## src/rtl/gen_multi_tick.sv

```systemverilog
// Multi-channel tick / clock-enable generator: shared prescaler plus NCH reloadable dividers.
// Define GEN_MULTI_TICK_SQUARE_EN to build the per-channel square-wave CK outputs.
module gen_multi_tick #(
  parameter int unsigned         PRE_DIV  = 10000,
  parameter int unsigned         NCH      = 4,
  parameter int unsigned         DW       = 16,
  parameter logic [NCH*DW-1:0]   DIV_INIT = {16'd10000, 16'd1000, 16'd100, 16'd10},
  localparam int unsigned        CW       = (NCH > 1) ? $clog2(NCH) : 1
) (
  input  logic           CLOCK,
  input  logic           RESET,
  input  logic           EN,
  input  logic           SYNC,
  input  logic           LD_VALID,
  output logic           LD_READY,
  input  logic [CW-1:0]  LD_CH,
  input  logic [DW-1:0]  LD_DIV,
  output logic           BASE_TICK,
  output logic [NCH-1:0] TICK,
  output logic [NCH-1:0] CK
);

  localparam int unsigned PW = (PRE_DIV > 1) ? $clog2(PRE_DIV) : 1;

  logic [PW-1:0]          pre_cnt;
  logic                   pre_last;
  logic                   be;

  logic [NCH-1:0][DW-1:0] div_q;
  logic [NCH-1:0][DW-1:0] shd_q;
  logic [NCH-1:0][DW-1:0] cnt_q;
  logic [NCH-1:0][DW-1:0] eff;
  logic [NCH-1:0]         pend_q;
  logic [NCH-1:0]         wrap;
  logic [NCH-1:0]         ld_sel;
  logic                   sel_pend;

  assign pre_last = (pre_cnt == PW'(PRE_DIV - 1));
  assign be       = EN & ~SYNC & pre_last;

  always_ff @(posedge CLOCK) begin
    if (RESET) begin
      pre_cnt   <= '0;
      BASE_TICK <= 1'b0;
    end else begin
      BASE_TICK <= be;
      if (SYNC)
        pre_cnt <= '0;
      else if (EN)
        pre_cnt <= pre_last ? '0 : pre_cnt + PW'(1);
    end
  end

  always_comb begin
    for (int unsigned i = 0; i < NCH; i++) begin
      eff[i]  = (div_q[i] == '0) ? DW'(1) : div_q[i];
      wrap[i] = (cnt_q[i] == eff[i] - DW'(1));
    end
  end

  // Out-of-range LD_CH matches no channel, so it reads as not pending and is dropped.
  always_comb begin
    sel_pend = 1'b0;
    ld_sel   = '0;
    for (int unsigned i = 0; i < NCH; i++)
      if (32'(LD_CH) == i) sel_pend = pend_q[i];
    LD_READY = ~SYNC & ~sel_pend;
    for (int unsigned i = 0; i < NCH; i++)
      ld_sel[i] = LD_VALID & LD_READY & (32'(LD_CH) == i);
  end

  always_ff @(posedge CLOCK) begin
    if (RESET) begin
      cnt_q  <= '0;
      shd_q  <= '0;
      pend_q <= '0;
      div_q  <= DIV_INIT;
      TICK   <= '0;
    end else begin
      TICK <= {NCH{be}} & wrap;
      for (int unsigned i = 0; i < NCH; i++) begin
        if (SYNC)
          cnt_q[i] <= '0;
        else if (be)
          cnt_q[i] <= wrap[i] ? '0 : cnt_q[i] + DW'(1);
        // A channel is only loadable while not pending, so apply and load never collide.
        if ((SYNC || (be && wrap[i])) && pend_q[i]) begin
          div_q[i]  <= shd_q[i];
          pend_q[i] <= 1'b0;
        end else if (ld_sel[i]) begin
          shd_q[i]  <= LD_DIV;
          pend_q[i] <= 1'b1;
        end
      end
    end
  end

`ifdef GEN_MULTI_TICK_SQUARE_EN
  logic [NCH-1:0] ck_q;

  always_ff @(posedge CLOCK) begin
    if (RESET) begin
      ck_q <= '0;
    end else begin
      for (int unsigned i = 0; i < NCH; i++) begin
        if (SYNC || (eff[i] == DW'(1)))
          ck_q[i] <= 1'b0;
        else if (be) begin
          if (wrap[i])
            ck_q[i] <= 1'b0;
          else if (cnt_q[i] + DW'(1) == (eff[i] >> 1))
            ck_q[i] <= 1'b1;
        end
      end
    end
  end

  assign CK = ck_q;
`else
  assign CK = '0;
`endif

endmodule
```

## config.mk

```make
export PLATFORM = sky130hd
export DESIGN_NAME = gen_multi_tick
export DESIGN_NICKNAME = d
export VERILOG_FILES = /design/src/rtl/gen_multi_tick.sv
export SDC_FILE = /design/constraint.sdc
export NUM_CORES = 1
export LEC_CHECK = 0
export ABC_AREA = 1
export CORE_MARGIN = 2
export CORE_UTILIZATION = 45
export CTS_CLUSTER_SIZE = 25
export DETAILED_ROUTE_END_ITERATION = 8
export SYNTH_ARGS = -nofsm -noshare
export SYNTH_HDL_FRONTEND = slang
export SYNTH_SLANG_ARGS = --single-unit
```

## constraint.sdc

```tcl
create_clock -name CLOCK -period 3.35 [get_ports CLOCK]
set_input_delay 1.005 -clock CLOCK [delete_from_list [all_inputs] [get_ports CLOCK]]
set_output_delay 1.005 -clock CLOCK [all_outputs]
set_load 0.01 [all_outputs]
```

## Word-level counts from Yosys, hierarchy flattened

Index checks and enable logic that the tools add are counted.

- Input bits: 23
- Register bits after elaboration: 215

- Equality and inequality tests: 8
- Add/subtract/negate cells: 9
- Muxes and demuxes: 13
- Bitwise logic cells: 15
- Reductions and logical operators: 26

Operators by type and width:

| kind | number |
|---|---|
| 16-bit 2-to-1 mux | 8 |
| 16-bit by 1-bit adder with 16-bit output (second input constant) | 4 |
| 16-bit == test | 4 |
| 16-bit logical NOT | 4 |
| 16-bit by 1-bit subtractor with 16-bit output (second input constant) | 4 |
| 14-bit by 1-bit adder with 14-bit output (second input constant) | 1 |
| 14-bit == test (second input constant) | 1 |
| 14-bit 2-to-1 mux | 1 |
| 2-bit OR reduction | 5 |
| 1-bit AND | 8 |
| 1-bit logical AND | 8 |
| 2-bit AND reduction | 4 |
| 1-bit NOT | 6 |
| 4-bit AND | 1 |
| 2-bit == test (second input constant) | 2 |
| 1-bit logical OR | 4 |
| 1-bit 2-to-1 mux | 4 |
| 2-bit by 1-bit == test with 1-bit output (second input constant) | 1 |
| 2-bit logical NOT | 1 |

## Depth between registers and ports, before layout

Gate-level depths: netlist of the first run.

- Depth in word-level cells: 10
- Mapped depth: 23
- Gate-level depth less buffers: 22

## Worst setup path after synthesis of the first run

OpenSTA, ideal clock, no wires.

- Path type: register -> register
- Start: register div_q[24] (netlist name)
- End: register div_q[16] (netlist name)
- Setup time: 0.115 ns
- Required time: 3.235 ns
- Path buffers: 1
- Setup slack: 0.759 ns
- Stages on the path, launching flop included: 22
- Data arrival time: 2.476 ns
- Cell sequence: dfxtp_1 nor2_1 nand2_1 nor2_2 nand2_2 nand2_1 inv_1 ha_1 nand2_1 nand2_1 nand3_1 nand2_1 nand3b_1 nor2_1 nand2_1 nor2_2 nand4_4 nand2_4 buf_4 nand3_1 nand2_1 nor2_1

- Longest elaborated chain between the ends: 7

RTL lines:

| what | RTL line | RTL |
|---|---|---|
| start, declared | 29 | `logic [NCH-1:0][DW-1:0] div_q;` |
| start signal, assigned by index | 88 | `div_q[i] <= shd_q[i];` |
| 16-bit logical NOT | 56 | `eff[i] = (div_q[i] == '0) ? DW'(1) : div_q[i];` |
| 16-bit 2-to-1 mux (*) | 56 |  |
| 16-bit by 1-bit subtractor with 16-bit output (*) | 57 | `wrap[i] = (cnt_q[i] == eff[i] - DW'(1));` |
| 16-bit == test (*) | 57 |  |
| 1-bit logical AND (*) | 87 | `if ((SYNC \|\| (be && wrap[i])) && pend_q[i]) begin` |
| 1-bit logical OR (*) | 87 |  |
| 1-bit logical AND (*) | 87 |  |

Mark *: on every way between the ends. The rest lies on a longest branch, timed or not.
A chain may end at the register's enable or synchronous reset.

## Worst setup path after layout of the first run

- Start: input port LD_CH[0]
- End: output port LD_READY

- Longest elaborated chain between the ends: 7
- Elaborated cells on any way between the ends: 10
- Those cells by class: eq/ne (3); mux (4); bitwise (2); reduce/logical (1)

RTL lines:

| what | RTL line | RTL |
|---|---|---|
| start, declared | 16 | `input logic [CW-1:0] LD_CH,` |
| 2-bit logical NOT | 66 | `if (32'(LD_CH) == i) sel_pend = pend_q[i];` |
| 1-bit 2-to-1 mux (3 in series) | 66 |  |
| 1-bit 2-to-1 mux (*) | 66 |  |
| 1-bit NOT (*) | 67 | `LD_READY = ~SYNC & ~sel_pend;` |
| 1-bit AND (*) | 67 |  |
| end, declared | 15 | `output logic LD_READY,` |

Marks and branches as above.

==> results by group, run 1 <==
Synthesis
  • Synth Area in Compound Gates: between 10% and 20%
  • Mapped Cells: approximately 1.8k
  • Most used DFF post-synth: dfxtp_1
  • FF+latch count, synth: between 200 and 250
  • Number of synthesized flops with an enable pin: 0
  • Post-Synth Adder-Cell Area: less than 1%
  • Synthesized area: 12050 sq um
  • Post-Synth Simple-Gate Area: 36.33%
  • Mux cell area share after synthesis: 0%
  • Syn avg cell area: 6.524 sq um
  • Yosys warns: 0
  • Top cells by area, synth: dfxtp_1 36%, nand2_1 12%, nand3_1 8.8%
  • Synth top area share: a little over a third
  • Seq/Total Area, Yosys: a little over a third
  • Largest family of logic cells by synthesized area: simple AND/OR/NAND/NOR gates
  • Cell taking the most area after synthesis: dfxtp_1
  • Synth cell types: 45
  • Xor/xnor share of the synthesized area: around 5.6%
  • Fraction of registers with async set/reset: 0%

CTS
  • H-tree levels: 1
  • Post-CTS Setup Inserts: 0
  • Clock Latency Late Sink: approximately 0.53 ns
  • Hold_buf cts: 0
  • TritonCTS clock tree: yes
  • CTS Buf Count: 25
  • Clock root buffer: clkbuf_16
  • CTS clk-pin slew, worst paths: 0.05 ns
  • CTS Sinks: about 220
  • Clock Path Buffers: 3

Placement
  • Hpwl dp: roughly 24000 um
  • Area of placed instances: around 13000 sq um
  • Placed insts: approximately 2.2k
  • Port buffer count: 28
  • GPL Wtd Cong: 0.9363

STA
  • Final worst path period share: a little over nine tenths
  • Final Critical Period: approximately 3.2 ns
  • Worst clock skew: between 0.01 and 0.015 ns
  • Final Max Slew Viols: 0
  • Final hold viol count: 0
  • Max frequency: slightly above 300 MHz
  • RSZ-0062 raised after global routing: no
  • Final Setup Violations: 0
  • Worst-margin pin slew: between 0.9 and 1 ns
  • Relative slew slack: about 37%

Detailed routing
  • # DRC: 0
  • Detail Route Antenna Nets: 0
  • First-pass DRT Iterations: 5
  • DR vias: about 12k
  • Total routed wirelength: between 30000 and 40000 um
  • Routed wire per std cell: approximately 15 um
  • Starting DRT DRC Count: between 700 and 800
  • Via/cell ratio: roughly 5.2

Cells and area
  • Final core occ: around 52%
  • Antenna Cells: 0
  • Most frequent cells in the layout: 370 x nand2_1, 257 x inv_1, 227 x nor2_1, 213 x nand3_1, 211 x dfxtp_1
  • Fin cells: around 2.2k
  • Fillers: about 2.7k
  • Commonest non-fill, non-tap cell in the layout: nand2_1
  • Fraction of layout cells with a size suffix above 1: under 10%
  • Area added between synthesis and finish: 13.82%
  • Multi-input gate area: 6502 sq um
  • NumNets Final: 1929
  • FF/Latch Area: around 4300 sq um
  • Final Instance Area: ~14000 sq um

Floorplan
  • Die H: ~170 um
  • Die Wd: ~170 um
  • IO Pins: 33
  • Starting density of the core: between 40% and 50%
  • Core area: 26210 sq um
  • Die area: around 28000 sq um
  • Row cnt: 59

Power and ir drop
  • P_leak: roughly 5.9 nW
  • Peak supply drop: 0.3375 mV
  • Power Density: about 410 nW/um^2
  • Total power draw: roughly 5.6 mW

Worst setup path
  • Setup Crit Path Kind: input port to output port
  • R2r setup slk: 0.31 ns
  • WP buf/inv: 3
  • CP max stage delay: roughly 0.5 ns
  • Worst Path Arrival: 2.21 ns
  • Crit path max-delay family: buffers and inverters
  • Critical path fanouts, max: 4
  • Worst EP required: around 2.3 ns
  • CP Cell Sequence: clkdlybuf4s50_1 > inv_1 > nand3_1 > o311ai_1 > nor3_1 > buf_2
  • CP Capture Type: output port
  • CP max stage cell: clkdlybuf4s50_1
  • Setup crit start kind: input port

Job
  • Max-cap violations: 0

Global route
  • Largest net degree at the start of global routing: about 110
  • Initial antenna violation count: 0
  • Via count of the first global-routing pass: 10.64k
  • First-pass GRT wire length: roughly 53000 um
  • Total GRT Usage: 22.97%
  • GRT overflow: 0

Worst hold path
  • Hold crit path type: flop to flop

Outcome
  • Status: finished clean
[cells in the mapped netlist (all sizes together) (3+ instances only)]
master and n:
o21ai 101, and2 3, xnor2 23, dfxtp 215, nand3b 10, buf 26
inv 262, nand2 383, nand4 65, xor2 44, clkbuf 36, nand3 217
ha 9, or2 3, a21oi 140, o21bai 3, nor3 40, and3 4
nor2 251
[power by group]
group          total (mW)  internal, mW  leakage (nW)  switching [mW]
registers            2.64          2.61          1.74          0.0333
clock network        2.52          1.45         0.369            1.07
logic               0.458         0.164          3.83           0.294
[per-stage QoR]
step | hold WS, ns | setup TNS (ns) | setup slack (ns)
final | 0.4486 | 0 | 0.1354
after global routing | 0.4642 | 0 | 0.0009071
after CTS | 0.4484 | 0 | 0.04308
after detailed placement | 0.4393 | -0.3230 | -0.3230
after global placement | 0.4348 | -0.2378 | -0.2378
after floorplan | 0.4239 | 0 | 0.7586
[logic make-up (layout without fill, tap and decap cells)]
logic type	after synthesis	after routing
buffers and inverters	325	387
and+or+nand+nor	977	978
AOI/OAI and AO/OA	250	250
DFF	215	215
adders and majority gates	9	9
other	1	4
xor gates and xnor gates	70	70
[registers in the layout, indices dropped and copies added, names as in the netlist]
register / flops
BASE_TICK: 1
shd_q: 64
pre_cnt: 14
TICK: 4
cnt_q: 64
pend_q: 4
div_q: 64
[final cells by class]
class / instances / area share, %
multi-input cells: 1311 / 47.41
flip-flops and latches: 215 / 31.42
inverters: 263 / 7.207
well taps: 335 / 3.056
clock inverters: 7 / 0.2737
repair buffers: 81 / 5.474
clock buffers: 36 / 5.155
[tightest hold or removal path: stages, from the launching register on]
cell,delay (ns)
dfxtp_1,0.31
inv_1,0.05
a21oi_1,0.05
[timing repair]
action | CTS | global route
gates cloned | 0 | 1
pin swaps | 1 | 3
setup endpoints to repair | 1 | 33
gates resized for setup | 4 | 14
[metal layers]
layer  track usage, %  up-vias  wire [um]
met3            2.647       45       1312
li1                 -     6055          -
met1            33.11     5322      16260
met2            36.84      196      14430
met4            5.406        0        615
met5                0        -          0
[final timing paths]
path / start / to / cells past startpoint
worst max register to register: div_q[4] / div_q[3] / 19
worst min register to register: shd_q[3] / shd_q[3] / 2
worst min-delay path: shd_q[3] / shd_q[3] / 2
worst max-delay path: LD_CH[0] / LD_READY / 6
Power figures use the tool's default switching activity.
==> run 2, diff against run 1 <==
- CORE_MARGIN: 2 -> 3
==> results by group, run 2 (synthesis results as in run 1) <==
Outcome
  • Status: finished clean

Placement
  • Hpwl dp: 23800 um (-1.4%)
  • GPL Wtd Cong: 0.9422 (+0.63%)
  • Port buffer count: 28 (unchanged)

STA
  • Max frequency: 312.1 MHz (+0.33%)
  • Final hold viol count: 0 (unchanged)
  • Final Critical Period: 3.204 ns (-0.01065 ns)
  • Final Setup Violations: 0 (unchanged)
  • Worst-margin pin slew: 0.5463 ns (-0.3938 ns)
  • TNS Setup: 0 ns (unchanged)
  • Final worst path period share: 95.64% (-0.32 points)
  • Relative slew slack: 63.30% (+26 points)
  • Final Max Slew Viols: 0 (unchanged)
  • Worst clock skew: 0.01681 ns (+0.004173 ns)
  • RSZ-0062 raised after global routing: no

CTS
  • Clock Path Buffers: 3 (unchanged)
  • H-tree levels: 1 (unchanged)
  • Clock Latency Late Sink: 0.53 ns (about the same)
  • CTS Buf Count: 26 (+4.0%)
  • CTS Sinks: 215 (unchanged)
  • TritonCTS clock tree: yes
  • Clock root buffer: clkbuf_16
  • Hold_buf cts: 0 (unchanged)
  • CTS clk-pin slew, worst paths: 0.06 ns (about the same)

Cells and area
  • Commonest non-fill, non-tap cell in the layout: nand2_1
  • Area added between synthesis and finish: 14.89%
  • NumNets Final: 1933 (+0.21%)
  • Top Registers: cnt_q x64, div_q x64, shd_q x64
  • Fraction of layout cells with a size suffix above 1: 7.965% (+0.071 points)
  • Antenna Cells: 0 (unchanged)
  • Final core occ: 52.82% (+0.49 points)
  • Most frequent cells in the layout: 371 x nand2_1, 257 x inv_1, 231 x nor2_1, 215 x dfxtp_1, 213 x nand3_1

Job
  • Max-cap violations: 0 (unchanged)

Power and ir drop
  • P_leak: 6.011 nW (+1.2%)
  • Total power draw: 5.958 mW (+6.0%)
  • Power Density: 430.4 nW/um^2 (+5.0%)
  • Peak supply drop: 0.3350 mV (-0.73%)

Floorplan
  • Core area: 26210 sq um (unchanged)
  • Starting density of the core: 45.98% (unchanged)
  • IO Pins: 33 (unchanged)
  • Die area: 28770 sq um (+2.4%)
  • Die H: 169.6 um (+1.2%)
  • Row cnt: 59 (unchanged)
  • Die Wd: 169.6 um (+1.2%)

Worst setup path
  • Capturing point of the worst reg2reg path: div_q[12]
  • Setup crit start kind: input port
  • Critical path fanouts, max: 4 (unchanged)
  • Worst Path Arrival: 2.20 ns (about the same)
  • Worst Setup SP: LD_CH[1]
  • Worst EP required: 2.34 ns (about the same)
  • R2r setup slk: 0.35 ns (+0.04 ns)
  • Setup Crit Path Kind: input port to output port
  • CP Capture Type: output port
  • FF-to-FF path depth: 20 (+1)
  • Reg2reg start: div_q[4]
  • Critical Path Sink: LD_READY

Detailed routing
  • # DRC: 0 (unchanged)
  • Via/cell ratio: 5.116 (-1.0%)
  • Routed wire per std cell: 14.29 um (-1.5%)
  • First-pass DRT Iterations: 8 (+3)
  • Starting DRT DRC Count: 738 (-5.3%)
  • Detail Route Antenna Nets: 0 (unchanged)
  • Total routed wirelength: 32240 um (-1.1%)
  • DR vias: 11.54k (-0.66%)

Global route
  • Largest net degree at the start of global routing: 110 (+2.8%)
  • GRT overflow: 0 (unchanged)
  • First-pass GRT wire length: 52750 um (-0.84%)
  • Via count of the first global-routing pass: 10.43k (-1.9%)
  • Total GRT Usage: 22.22% (-0.76 points)
  • Initial antenna violation count: 0 (unchanged)

Worst hold path
  • Hold crit path type: flop to flop
-- run 2: cell count changes in the layout (fill, tap and decap cells not counted), sizes merged --
cell	change
buf	+3
bufinv	+2
clkbuf	+1
clkdlybuf4s50	+1
clkinv	+1
clkinvlp	+2
dlymetal6s2s	-1
nand2	-1
-- run 2: cell type report --
| type | instances | area [sq um] |
|---|---|---|
| clock buffers | 36 | 759.5 |
| clock inverters | 12 | 121.4 |
| fillers | 2628 | 12360 |
| inverters | 263 | 988.4 |
| multi-input cells | 1310 | 6460 |
| flip-flops and latches | 215 | 4304 |
| well taps | 335 | 419.2 |
| repair buffers | 85 | 790.8 |
-- run 2: worst min-delay path by stage --
stage | to | start | slack [ns] | depth (start not counted)
detailed placement | shd_q[58] | shd_q[58] | 0.44 | 2
floorplan | shd_q[1] | shd_q[1] | 0.42 | 2
finish | shd_q[58] | shd_q[58] | 0.45 | 2
global placement | shd_q[58] | shd_q[58] | 0.43 | 2
global route | shd_q[38] | shd_q[38] | 0.47 | 2
CTS | shd_q[58] | shd_q[58] | 0.44 | 2
-- run 2: critical path, stage by stage --
cell             delay [ns]
clkdlybuf4s50_1        0.52
inv_1                  0.08
nand3_1                0.08
o311ai_1               0.09
nor3_1                 0.25
clkbuf_2               0.18
-- run 2: metrics by stage --
| step | instance area, sq um | hold WS (ns) | instances | setup WS, ns |
|---|---|---|---|---|
| 5_1_grt | 13840 | 0.4657 | 2256 | 0.006383 |
| 6_report | 13840 | 0.4461 | 2256 | 0.1460 |
| 3_3_place_gp | 12960 | 0.4339 | 2208 | -0.2244 |
| 4_1_cts | 13840 | 0.4447 | 2256 | 0.03451 |
| 3_5_place_dp | 12960 | 0.4355 | 2208 | -0.2120 |
| 2_1_floorplan | 12060 | 0.4239 | 1850 | 0.7586 |
-- run 2: layer usage --
layer	GRT usage [%]	share of wire (%)
met5	0	0
met4	5.014	1.8
met1	32.23	50
met2	34.95	44
met3	3.401	4.9
-- run 2: report_power, final --
| group | total (mW) | switching, mW | internal (mW) |
|---|---|---|---|
| logic | 0.458 | 0.292 | 0.167 |
| clock network | 2.86 | 1.12 | 1.74 |
| registers | 2.64 | 0.0337 | 2.61 |
-- run 2: timing repair --
item	CTS	global route
gates resized for setup	1	3
buffers inserted	0	0
setup endpoints to repair	1	14
pin swaps	0	1
gates cloned	0	0
==> run 3, diff against run 2 <==
- CAP_MARGIN: default -> 40
==> results of run 3 <==
No change in the layout: final DEF, timing and power equal those of run 2.
